**config.mk**
```make
export PLATFORM = sky130hd
export DESIGN_NAME = flit_pkt_tracker
export DESIGN_NICKNAME = d
export VERILOG_FILES = /design/src/rtl/flit_pkt_tracker.sv
export SDC_FILE = /design/constraint.sdc
export NUM_CORES = 1
export LEC_CHECK = 0
export BUFFER_PORTS_ARGS = -buffer_cell sky130_fd_sc_hd__clkbuf_2
export CAP_MARGIN = 40
export CORE_ASPECT_RATIO = 0.75
export CORE_UTILIZATION = 58
export DETAILED_ROUTE_END_ITERATION = 8
export PLACE_DENSITY = 0.94
export RECOVER_POWER = 50
export REMOVE_ABC_BUFFERS = 1
export SETUP_SLACK_MARGIN = 0.2
export SYNTH_ARGS = -nofsm -noshare
export SYNTH_HDL_FRONTEND = slang
export SYNTH_SLANG_ARGS = --single-unit
```
**constraint.sdc**
```tcl
create_clock -name clk -period 5.1 [get_ports clk]
set_input_delay 0.255 -clock clk [delete_from_list [all_inputs] [get_ports clk]]
set_output_delay 0.255 -clock clk [all_outputs]
set_load 0.01 [all_outputs]
```
**src/rtl/flit_pkt_tracker.sv**
```systemverilog
// rtl/flit_pkt_tracker.sv - per-VC packet boundary tracker and head-flit decoder
// One-stage register slice that annotates each flit with head/tail/format/dest.
module flit_pkt_tracker #(
    parameter int NUM_VC        = 2,
    parameter int NODE_W        = 5,
    parameter int PKT_ID_W      = 2,
    parameter int TRAILER_FLITS = 0,
    localparam int VC_W         = (NUM_VC > 1) ? $clog2(NUM_VC) : 1
) (
    input  logic                clk,
    input  logic                rst,
    input  logic                in_valid,
    output logic                in_ready,
    input  logic [VC_W-1:0]     in_vc,
    input  logic [PKT_ID_W-1:0] in_id,
    input  logic [NODE_W-1:0]   in_req,
    input  logic [31:0]         in_payload,
    output logic                out_valid,
    input  logic                out_ready,
    output logic [VC_W-1:0]     out_vc,
    output logic [PKT_ID_W-1:0] out_id,
    output logic [NODE_W-1:0]   out_req,
    output logic [31:0]         out_payload,
    output logic                out_head,
    output logic                out_tail,
    output logic [3:0]          out_fmt,
    output logic [NODE_W-1:0]   out_dest,
    output logic                out_err,
    output logic [7:0]          err_count
);
    localparam logic [7:0] TRL  = 8'(TRAILER_FLITS);
    localparam int         VCW1 = VC_W + 1;

    localparam logic [3:0] FMT_LONG_READ   = 4'd0;
    localparam logic [3:0] FMT_LONG_WRITE  = 4'd1;
    localparam logic [3:0] FMT_MEM_RESP    = 4'd2;
    localparam logic [3:0] FMT_MSG         = 4'd3;
    localparam logic [3:0] FMT_SHORT_WRITE = 4'd6;

    logic [7:0]        rem_q      [NUM_VC];
    logic [3:0]        fmt_lat_q  [NUM_VC];
    logic [NODE_W-1:0] dest_lat_q [NUM_VC];

    logic                out_valid_q;
    logic [VC_W-1:0]     out_vc_q;
    logic [PKT_ID_W-1:0] out_id_q;
    logic [NODE_W-1:0]   out_req_q;
    logic [31:0]         out_payload_q;
    logic                out_head_q;
    logic                out_tail_q;
    logic [3:0]          out_fmt_q;
    logic [NODE_W-1:0]   out_dest_q;
    logic                out_err_q;
    logic [7:0]          err_count_q;

    logic              xfer;
    logic              vc_oor;
    logic [VC_W-1:0]   vc_idx;
    logic [3:0]        hd_fmt;
    logic [NODE_W-1:0] hd_dest;
    logic [6:0]        hd_len7;
    logic [3:0]        hd_len4;
    logic [7:0]        hdr_n;
    logic [7:0]        data_n;
    logic [7:0]        total;
    logic [7:0]        cur_rem;
    logic              is_head;
    logic              is_err;

    logic              rem_wr;
    logic [7:0]        rem_d;
    logic              out_head_d;
    logic              out_tail_d;
    logic [3:0]        out_fmt_d;
    logic [NODE_W-1:0] out_dest_d;
    logic [7:0]        err_count_d;

    assign in_ready = !out_valid_q || out_ready;
    assign xfer     = in_valid && in_ready;

    // A VC index can only be out of range when NUM_VC is not a power of two.
    generate
        if (NUM_VC == (1 << VC_W)) begin : g_vc_full
            assign vc_oor = 1'b0;
        end else begin : g_vc_part
            assign vc_oor = ({1'b0, in_vc} >= VCW1'(NUM_VC));
        end
    endgenerate

    assign vc_idx  = vc_oor ? '0 : in_vc;
    assign hd_fmt  = in_payload[31:28];
    assign hd_dest = in_payload[27 -: NODE_W];
    assign hd_len7 = in_payload[6:0];
    assign hd_len4 = in_payload[3:0];

    always_comb begin
        hdr_n = ((hd_fmt == FMT_LONG_READ) || (hd_fmt == FMT_LONG_WRITE)) ? 8'd2 : 8'd1;
        case (hd_fmt)
            FMT_LONG_WRITE, FMT_MEM_RESP, FMT_MSG:
                data_n = (hd_len7 == 7'd0) ? 8'd128 : {1'b0, hd_len7};
            FMT_SHORT_WRITE:
                data_n = (hd_len4 == 4'd0) ? 8'd16 : {4'b0, hd_len4};
            default:
                data_n = 8'd0;
        endcase
        total = hdr_n + data_n + TRL;
    end

    assign cur_rem = rem_q[vc_idx];
    assign is_head = (cur_rem == 8'd0);
    assign is_err  = vc_oor || (is_head && hd_fmt[3]);

    always_comb begin
        rem_wr = 1'b0;
        rem_d  = cur_rem;
        if (xfer && !is_err) begin
            rem_wr = 1'b1;
            rem_d  = is_head ? (total - 8'd1) : (cur_rem - 8'd1);
        end

        out_head_d = is_err || is_head;
        if (is_err) begin
            out_tail_d = 1'b1;
        end else if (is_head) begin
            out_tail_d = (total == 8'd1);
        end else begin
            out_tail_d = (cur_rem == 8'd1);
        end
        // Error and head flits report their own raw header fields.
        out_fmt_d  = out_head_d ? hd_fmt  : fmt_lat_q[vc_idx];
        out_dest_d = out_head_d ? hd_dest : dest_lat_q[vc_idx];

        err_count_d = err_count_q;
        if (xfer && is_err && (err_count_q != 8'hFF)) begin
            err_count_d = err_count_q + 8'd1;
        end
    end

    always_ff @(posedge clk or posedge rst) begin
        if (rst) begin
            for (int v = 0; v < NUM_VC; v++) begin
                rem_q[v]      <= '0;
                fmt_lat_q[v]  <= '0;
                dest_lat_q[v] <= '0;
            end
            out_valid_q   <= 1'b0;
            out_vc_q      <= '0;
            out_id_q      <= '0;
            out_req_q     <= '0;
            out_payload_q <= '0;
            out_head_q    <= 1'b0;
            out_tail_q    <= 1'b0;
            out_fmt_q     <= '0;
            out_dest_q    <= '0;
            out_err_q     <= 1'b0;
            err_count_q   <= '0;
        end else begin
            err_count_q <= err_count_d;
            if (rem_wr) begin
                rem_q[vc_idx] <= rem_d;
                if (is_head) begin
                    fmt_lat_q[vc_idx]  <= hd_fmt;
                    dest_lat_q[vc_idx] <= hd_dest;
                end
            end
            if (xfer) begin
                out_valid_q   <= 1'b1;
                out_vc_q      <= in_vc;
                out_id_q      <= in_id;
                out_req_q     <= in_req;
                out_payload_q <= in_payload;
                out_head_q    <= out_head_d;
                out_tail_q    <= out_tail_d;
                out_fmt_q     <= out_fmt_d;
                out_dest_q    <= out_dest_d;
                out_err_q     <= is_err;
            end else if (out_ready) begin
                out_valid_q <= 1'b0;
            end
        end
    end

    assign out_valid   = out_valid_q;
    assign out_vc      = out_vc_q;
    assign out_id      = out_id_q;
    assign out_req     = out_req_q;
    assign out_payload = out_payload_q;
    assign out_head    = out_head_q;
    assign out_tail    = out_tail_q;
    assign out_fmt     = out_fmt_q;
    assign out_dest    = out_dest_q;
    assign out_err     = out_err_q;
    assign err_count   = err_count_q;

endmodule
```
==> results of run 1 <==
flip-flops by register name, indices dropped and copies added (netlist names), 2 cells and up:
name	count
fmt_lat_q	8
out_req	5
out_fmt	4
out_dest	5
dest_lat_q	10
out_payload	32
out_id	2
rem_q	16
err_count	8
cell usage in the layout, fill, tap and decap left out, drive strengths merged, types with 8 or more instances in the layout:
cell type and instances:
nand2 132, o21ai 32, a21oi 17, xnor2 10, mux2 29, nor2 27, inv 10, nor3 9
clkbuf 119, nand3 8, dfrtp 95, mux2i 19
final timing paths:
check,start,endpoint,depth (start not counted)
hold / removal,in_payload[10],out_payload[10],3
setup / recovery,out_valid,dest_lat_q[5],7
min in group asynchronous,rst,out_req[3],3
setup reg to reg,out_valid,dest_lat_q[5],7
max in group asynchronous,rst,out_payload[5],5
hold reg to reg,out_req[1],out_req[1],2
where the power goes:
part	internal, W	leakage, nW	total, W	switching [W]
logic	0.000281	1.31	0.000675	0.000394
registers	0.000945	1.21	0.00108	0.000131
clock network	0.000243	0.0968	0.000504	0.000261
total	0.00147	2.62	0.00225	0.000787
worst register-to-register path, delay by kind of cell (launching register included):
| kind | cells | cell delay, ns |
|---|---|---|
| AOI/OAI and AO/OA | 1 | 0.26 |
| DFF | 1 | 0.35 |
| muxes | 1 | 0.37 |
| and+or+nand+nor | 4 | 0.87 |
| buffers and inverters | 1 | 1.81 |
timing repair:
| item | in CTS | in global routing |
|---|---|---|
| hold buffers | 1 | 0 |
| endpoints found under the setup margin | 0 | 0 |
| hold endpoints to repair | 22 | 0 |
| setup buffers | 0 | 0 |
logic make-up (layout without fill, tap and decap cells):
kind of cell,Yosys count,in the layout,share of synthesized area (%)
buf+inv,33,138,2.88
fa+ha+maj,8,8,2.29
xor+xnor,15,15,2.80
flops,95,95,50.6
mux,48,48,11.3
compound gates,64,64,8.85
simple gates,217,217,21.3
area by class of cell:
type / count / area (µm²)
Clock buffer: 12 / 145
Clock inverter: 4 / 55.1
Fill cell: 638 / 2440
Inverter: 11 / 42.5
Multi-Input combinational cell: 352 / 2180
Sequential cell: 95 / 2380
Tap cell: 105 / 131
Timing Repair Buffer: 111 / 507
metal layers:
layer	track usage (%)	part of all wire, %	routed length, µm	vias to the layer above
met5	0	0	0	-
met4	7.78	1.3	146	0
met3	5.47	5.6	621	15
met2	45.2	48	5310	148
met1	37.2	45	4960	1910
li1	-	-	-	1827
stage by stage:
| step | setup WS, ns | hold slack, ns | utilization (%) | area, µm² | total power (W) |
|---|---|---|---|---|---|
| finish | 1.33 | 0.0777 | 69.0 | 5440 | 0.00225 |
| floorplan | 2.09 | 0.360 | - | 4600 | 0.00152 |
| detailed placement | 1.64 | 0.224 | 67.5 | 5320 | 0.00177 |
| CTS | 2.02 | 0.0663 | 70.2 | 5530 | 0.00228 |
| global route | 0.976 | 0.0753 | 69.0 | 5440 | 0.00239 |
| global placement | 1.76 | 0.209 | 67.1 | 5290 | 0.00172 |
==> results.rst, run 1 <==
.. list-table::
   :header-rows: 1

   * - Metric
     - Value
   * - Violated checks
     - capacitance limit, slew limit
   * - Maximum root-to-sink buffer count
     - 2
   * - Biggest area consumer among synthesized cells
     - sky130_fd_sc_hd__dfrtp_1
   * - Buffer cell driving the clock tree root
     - sky130_fd_sc_hd__clkbuf_8
   * - Outcome
     - complete, but fails checks
   * - Largest stage delay on the critical path
     - 1.81 ns
   * - Maximum clock frequency
     - 265 MHz
   * - Pin slew with the least headroom to its limit
     - 2.55 ns
   * - Dominant register cell in the synthesized netlist
     - sky130_fd_sc_hd__dfrtp_1
   * - Clock latency at the later pin of the worst-skew pair
     - 0.36 ns
   * - Maximum capacitance violations
     - 1
   * - Crit path arrival time
     - 4.01 ns
   * - Worst min-delay path category
     - in -> reg
   * - First-pass detailed-route iteration total
     - 4
   * - Sequential element share of the synthesized area
     - 50.6%
   * - Antenna violations before repair
     - 0
   * - Top cells by instance count after synthesis
     - sky130_fd_sc_hd__nand2_1 (131), sky130_fd_sc_hd__dfrtp_1 (95), sky130_fd_sc_hd__o21ai_0 (31)
   * - Detailed-placement wirelength estimate
     - 7.77 mm
   * - Clock transition at the registers of the reported paths
     - 0.10 ns
   * - Pin count of the biggest net entering global routing
     - 63
   * - Pwr Density
     - 414 mW/mm²
   * - Synthesized cell area
     - 0.00469 mm²
   * - Startpoint class of the critical path
     - register
   * - H-tree depth
     - 3
   * - Yosys warns
     - 0
   * - Detailed Route WL
     - 11.0 mm
   * - DRC Markers
     - 0
   * - Number of setup violations in the final report
     - 0
   * - Maximum fanout encountered on the critical timing path
     - 62
   * - Kind of cell adding the most delay to the critical path
     - buffers and inverters
   * - Setup TNS
     - 0 ns
   * - Post-route antenna net violation count
     - 0
   * - Number of global-route vias before repair
     - 3,738
   * - Number of cells produced by synthesis
     - 480
   * - Die height
     - 79.9 µm
   * - Fraction of synthesis flops using an asynchronous set or reset pin
     - 100%
   * - RSZ-0062 raised after global routing
     - false
   * - Class of the most critical setup path
     - reg -> reg
   * - Vias per cell
     - 5.65
   * - DR WL/cell
     - 16.0 µm
   * - Max-slew headroom at the worst pin
     - -69.9%
   * - Global route overflow
     - 0
   * - Total clock sinks
     - 95
   * - Cells traversed along the worst timing path
     - nand2b_1, nand2_2, clkbuf_1, a21oi_2, and2_0, nand2_2, mux2_2
   * - Post-synthesis to final-layout area growth
     - 15.9%
   * - Starting density of the core
     - 59.6%
   * - Number of top-level design ports
     - 106
   * - Post-CTS Resized
     - 0
   * - Synth Area per Inst
     - 9.78 µm²
   * - Synthesis-stage register bit count
     - 95
   * - First-iteration detailed-routing DRC count
     - 243
   * - Via total after detailed routing
     - 3,900
   * - Area share of the leading cell type in the synthesized netlist
     - 50.6%
   * - CTS tree
     - built
   * - Most frequent cell on the critical path
     - sky130_fd_sc_hd__nand2_2
   * - Final worst clock skew
     - 0.00982 ns
   * - Worst Path Required
     - 5.34 ns
   * - N_diodes
     - 0
   * - Final max-slew violation count
     - 63
   * - Crit share post-route
     - 73.9%
   * - Post-synth cell types
     - 57
   * - WP buf/inv
     - 1
   * - Clock buffer count from CTS
     - 9
   * - Number of synthesized flops with an enable pin
     - 0
   * - Overall routing resource usage
     - 27.5%
   * - Net count, final
     - 632
   * - Leakage dissipation
     - 2.62 nW
   * - FF-to-FF setup slack
     - 1.33 ns
   * - Hold Vio Cnt, Final
     - 0
   * - Die area
     - 0.00846 mm²
   * - Critical-path top delay cell
     - sky130_fd_sc_hd__clkbuf_1
   * - Die width
     - 106 µm
   * - Most common cell in the synthesized netlist
     - sky130_fd_sc_hd__nand2_1
   * - Non-filler cells in the finished layout
     - 690
   * - First-pass GRT wire length
     - 18.1 mm
   * - Count of buffers from port buffering
     - 105
   * - Peak ir drop on the vdd network
     - 0.211 mV
   * - Placed Cells
     - 673
   * - Final period demand of the worst path
     - 3.77 ns
   * - Final weighted congestion in routability-driven placement
     - 0.864
   * - Share of post-route cells with drive strength above 1
     - 18.1%
   * - Core Footprint
     - 0.00788 mm²
   * - Endpoint type of the worst setup path
     - register
   * - Cell types occupying the most area after synthesis
     - sky130_fd_sc_hd__dfrtp_1 (51%), sky130_fd_sc_hd__nand2_1 (10%), sky130_fd_sc_hd__mux2_2 (7.0%)
   * - Total number of placement rows
     - 28
No activity file was read; power rests on OpenSTA's default activity.
==> inputs of run 2 (changes only) <==
--- a/config.mk
+++ b/config.mk
@@ -8,9 +8,9 @@
 export BUFFER_PORTS_ARGS = -buffer_cell sky130_fd_sc_hd__clkbuf_2
 export CAP_MARGIN = 40
 export CORE_ASPECT_RATIO = 0.75
-export CORE_UTILIZATION = 58
+export CORE_UTILIZATION = 54
 export DETAILED_ROUTE_END_ITERATION = 8
-export PLACE_DENSITY = 0.94
+export PLACE_DENSITY = 0.89
 export RECOVER_POWER = 50
 export REMOVE_ABC_BUFFERS = 1
 export SETUP_SLACK_MARGIN = 0.2
==> constraint.sdc (replaced) <==
create_clock -name clk -period 3.9 [get_ports clk]
set_input_delay 0.195 -clock clk [delete_from_list [all_inputs] [get_ports clk]]
set_output_delay 0.195 -clock clk [all_outputs]
set_load 0.01 [all_outputs]
==> results.rst, run 2 (synthesized netlist as in run 1, its figures left out) <==
.. list-table::
   :header-rows: 1

   * - Metric
     - Value
   * - Outcome
     - complete, but fails checks
   * - Violated checks
     - capacitance limit, slew limit
   * - Cells traversed along the worst timing path
     - nand2b_1, nand2_1, clkbuf_1, nor4_1, mux2_2, nor3_1
   * - M1 GR Usage
     - 33.6%
   * - Die width
     - 110 µm
   * - Clock transition at the registers of the reported paths
     - 0.07 ns
   * - Maximum fanout encountered on the critical timing path
     - 61
   * - Total number of placement rows
     - 29
   * - Vias per cell
     - 5.51
   * - First-pass GRT wire length
     - 17.3 mm
   * - Critical-path top delay cell
     - sky130_fd_sc_hd__clkbuf_1
   * - Net count, final
     - 634
   * - Hold path endpoint
     - out_id[0]
   * - Pwr Density
     - 573 mW/mm²
   * - Number of hold-repair buffers added at the cts stage
     - 1
   * - Peak ir drop on the vdd network
     - 0.352 mV
   * - Crit path arrival time
     - 3.36 ns
   * - Crit share post-route
     - 79.6%
   * - Total clock sinks
     - 95
   * - Final weighted congestion in routability-driven placement
     - 0.918
   * - Post-synthesis to final-layout area growth
     - 18.2%
   * - FF-to-FF setup slack
     - 0.79 ns
   * - Worst min-delay path category
     - in -> reg
   * - Number of cells traversed by the worst register-to-register path
     - 6
   * - Detailed-placement wirelength estimate
     - 7.82 mm
   * - Maximum capacitance violations
     - 2
   * - Class of the most critical setup path
     - reg -> reg
   * - DRC Markers
     - 0
   * - Fin area
     - 0.00555 mm²
   * - Buffer cell driving the clock tree root
     - sky130_fd_sc_hd__clkbuf_16
   * - Starting density of the core
     - 55.5%
   * - Endpoint type of the worst setup path
     - register
   * - Non-filler cells in the finished layout
     - 695
   * - Hold slack final
     - 0.0426 ns
   * - Hold path cells
     - 3
   * - First-pass detailed-route iteration total
     - 5
   * - Setup TNS
     - 0 ns
   * - Global route overflow
     - 0
   * - H-tree depth
     - 3
   * - Startpoint class of the critical path
     - register
   * - Start point of the worst hold path
     - in_id[0]
   * - Final max-slew violation count
     - 118
   * - First-iteration detailed-routing DRC count
     - 169
   * - Worst Path Required
     - 4.15 ns
   * - Pin count of the biggest net entering global routing
     - 62
   * - Maximum root-to-sink buffer count
     - 2
   * - CTS tree
     - built
   * - Flip-flop count of the largest register after layout
     - 32
   * - Pin slew with the least headroom to its limit
     - 2.44 ns
   * - Largest stage delay on the critical path
     - 1.76 ns
   * - Detailed Route WL
     - 10.8 mm
   * - Clock buffer count from CTS
     - 9
   * - Core Footprint
     - 0.00845 mm²
   * - Placed Cells
     - 678
   * - Postcts setup bufs
     - 0
   * - Highest-count cells in the layout ignoring fill and taps
     - sky130_fd_sc_hd__nand2_1 (131), sky130_fd_sc_hd__dfrtp_1 (95), sky130_fd_sc_hd__clkbuf_1 (63), sky130_fd_sc_hd__clkbuf_2 (43), sky130_fd_sc_hd__o21ai_0 (31)
   * - Die area
     - 0.00907 mm²
   * - Clock latency at the later pin of the worst-skew pair
     - 0.34 ns
   * - Max-slew headroom at the worst pin
     - -62.7%
   * - # fillers
     - 723
   * - Number of top-level design ports
     - 106
   * - Final worst clock skew
     - 0.00595 ns
   * - Share of post-route cells with drive strength above 1
     - 18.9%
   * - Fraction of met3 tracks used by global routing
     - 6.51%
   * - Via total after detailed routing
     - 3,832
   * - DR WL/cell
     - 15.6 µm
   * - N_diodes
     - 0
   * - Post-CTS Resized
     - 0
   * - Most frequent standard cell in the layout excluding fill and tap cells
     - sky130_fd_sc_hd__nand2_1
   * - Leakage dissipation
     - 2.68 nW
   * - Final period demand of the worst path
     - 3.11 ns
   * - Overall routing resource usage
     - 25.5%
   * - RSZ-0062 raised after global routing
     - false
   * - Endpoint of the lowest-slack register-to-register path
     - rem_q[15]
   * - Count of buffers from port buffering
     - 105
   * - Hold Vio Cnt, Final
     - 0
   * - Finished Core Util
     - 65.7%
   * - Reg-to-reg critical path startpoint
     - out_valid
   * - Maximum clock frequency
     - 322 MHz
   * - Post-route antenna net violation count
     - 0
   * - Layer with the highest usage
     - met2
   * - Total placed instance area
     - 0.00532 mm²
   * - Antenna violations before repair
     - 0
   * - Die height
     - 82.7 µm
   * - Number of setup violations in the final report
     - 0
   * - GR Util met2
     - 41.4%
   * - Number of global-route vias before repair
     - 3,643
run 2: changes by cell type in the layout (fill, tap and decap cells not counted), sizes merged:
cell and delta:
inv +1, buf +3, clkinvlp +1, clkbuf -3
run 2: worst max-delay path, delay by kind of cell, from the launching register on:
kind | cells | cell delay, ns
muxes | 1 | 0.36
and+or+nand+nor | 4 | 0.53
DFF | 1 | 0.35
buffers and inverters | 1 | 1.76
run 2: through the flow:
stage | power [W] | worst slack, ns
after detailed placement | 0.00232 | 0.624
final | 0.00318 | 0.794
after global placement | 0.00226 | 0.785
after global routing | 0.00338 | 0.396
after floorplan | 0.00198 | 0.888
after CTS | 0.00323 | 0.937
run 2: power by group:
| group | total, W | internal (W) | switching, W |
|---|---|---|---|
| Combinational | 0.000889 | 0.000369 | 0.000519 |
| Clock | 0.000892 | 0.000516 | 0.000375 |
| Sequential | 0.00140 | 0.00124 | 0.000164 |
| Total | 0.00318 | 0.00212 | 0.00106 |
run 2: layout make-up:
class,instances,area (µm²),area share [%]
clock inverters,6,67.6,1.22
flip-flops and latches,95,2380,42.8
multi-input cells,352,2180,39.3
clock buffers,10,239,4.31
repair buffers,113,507,9.13
inverters,11,42.5,0.766
well taps,108,135,2.43
run 2: worst max path at each step:
stage                     slack, ns       endpoint  startpoint  cells past startpoint
after CTS                      0.94   fmt_lat_q[0]    rem_q[0]                      8
after global routing           0.40      rem_q[15]   out_valid                      6
after detailed placement       0.62   fmt_lat_q[0]       in_vc                      9
final                          0.79      rem_q[15]   out_valid                      6
after floorplan                0.89  dest_lat_q[5]    rem_q[0]                      8
after global placement         0.79  dest_lat_q[3]       in_vc                      9
run 2: routing by layer:
layer  share of wire (%)  wire, µm  vias up
met1                  45      4880     1828
met3                 6.9       751       17
met5                   0         0        -
met2                  47      5060      154
met4                 1.3       144        0
li1                    -         -     1833
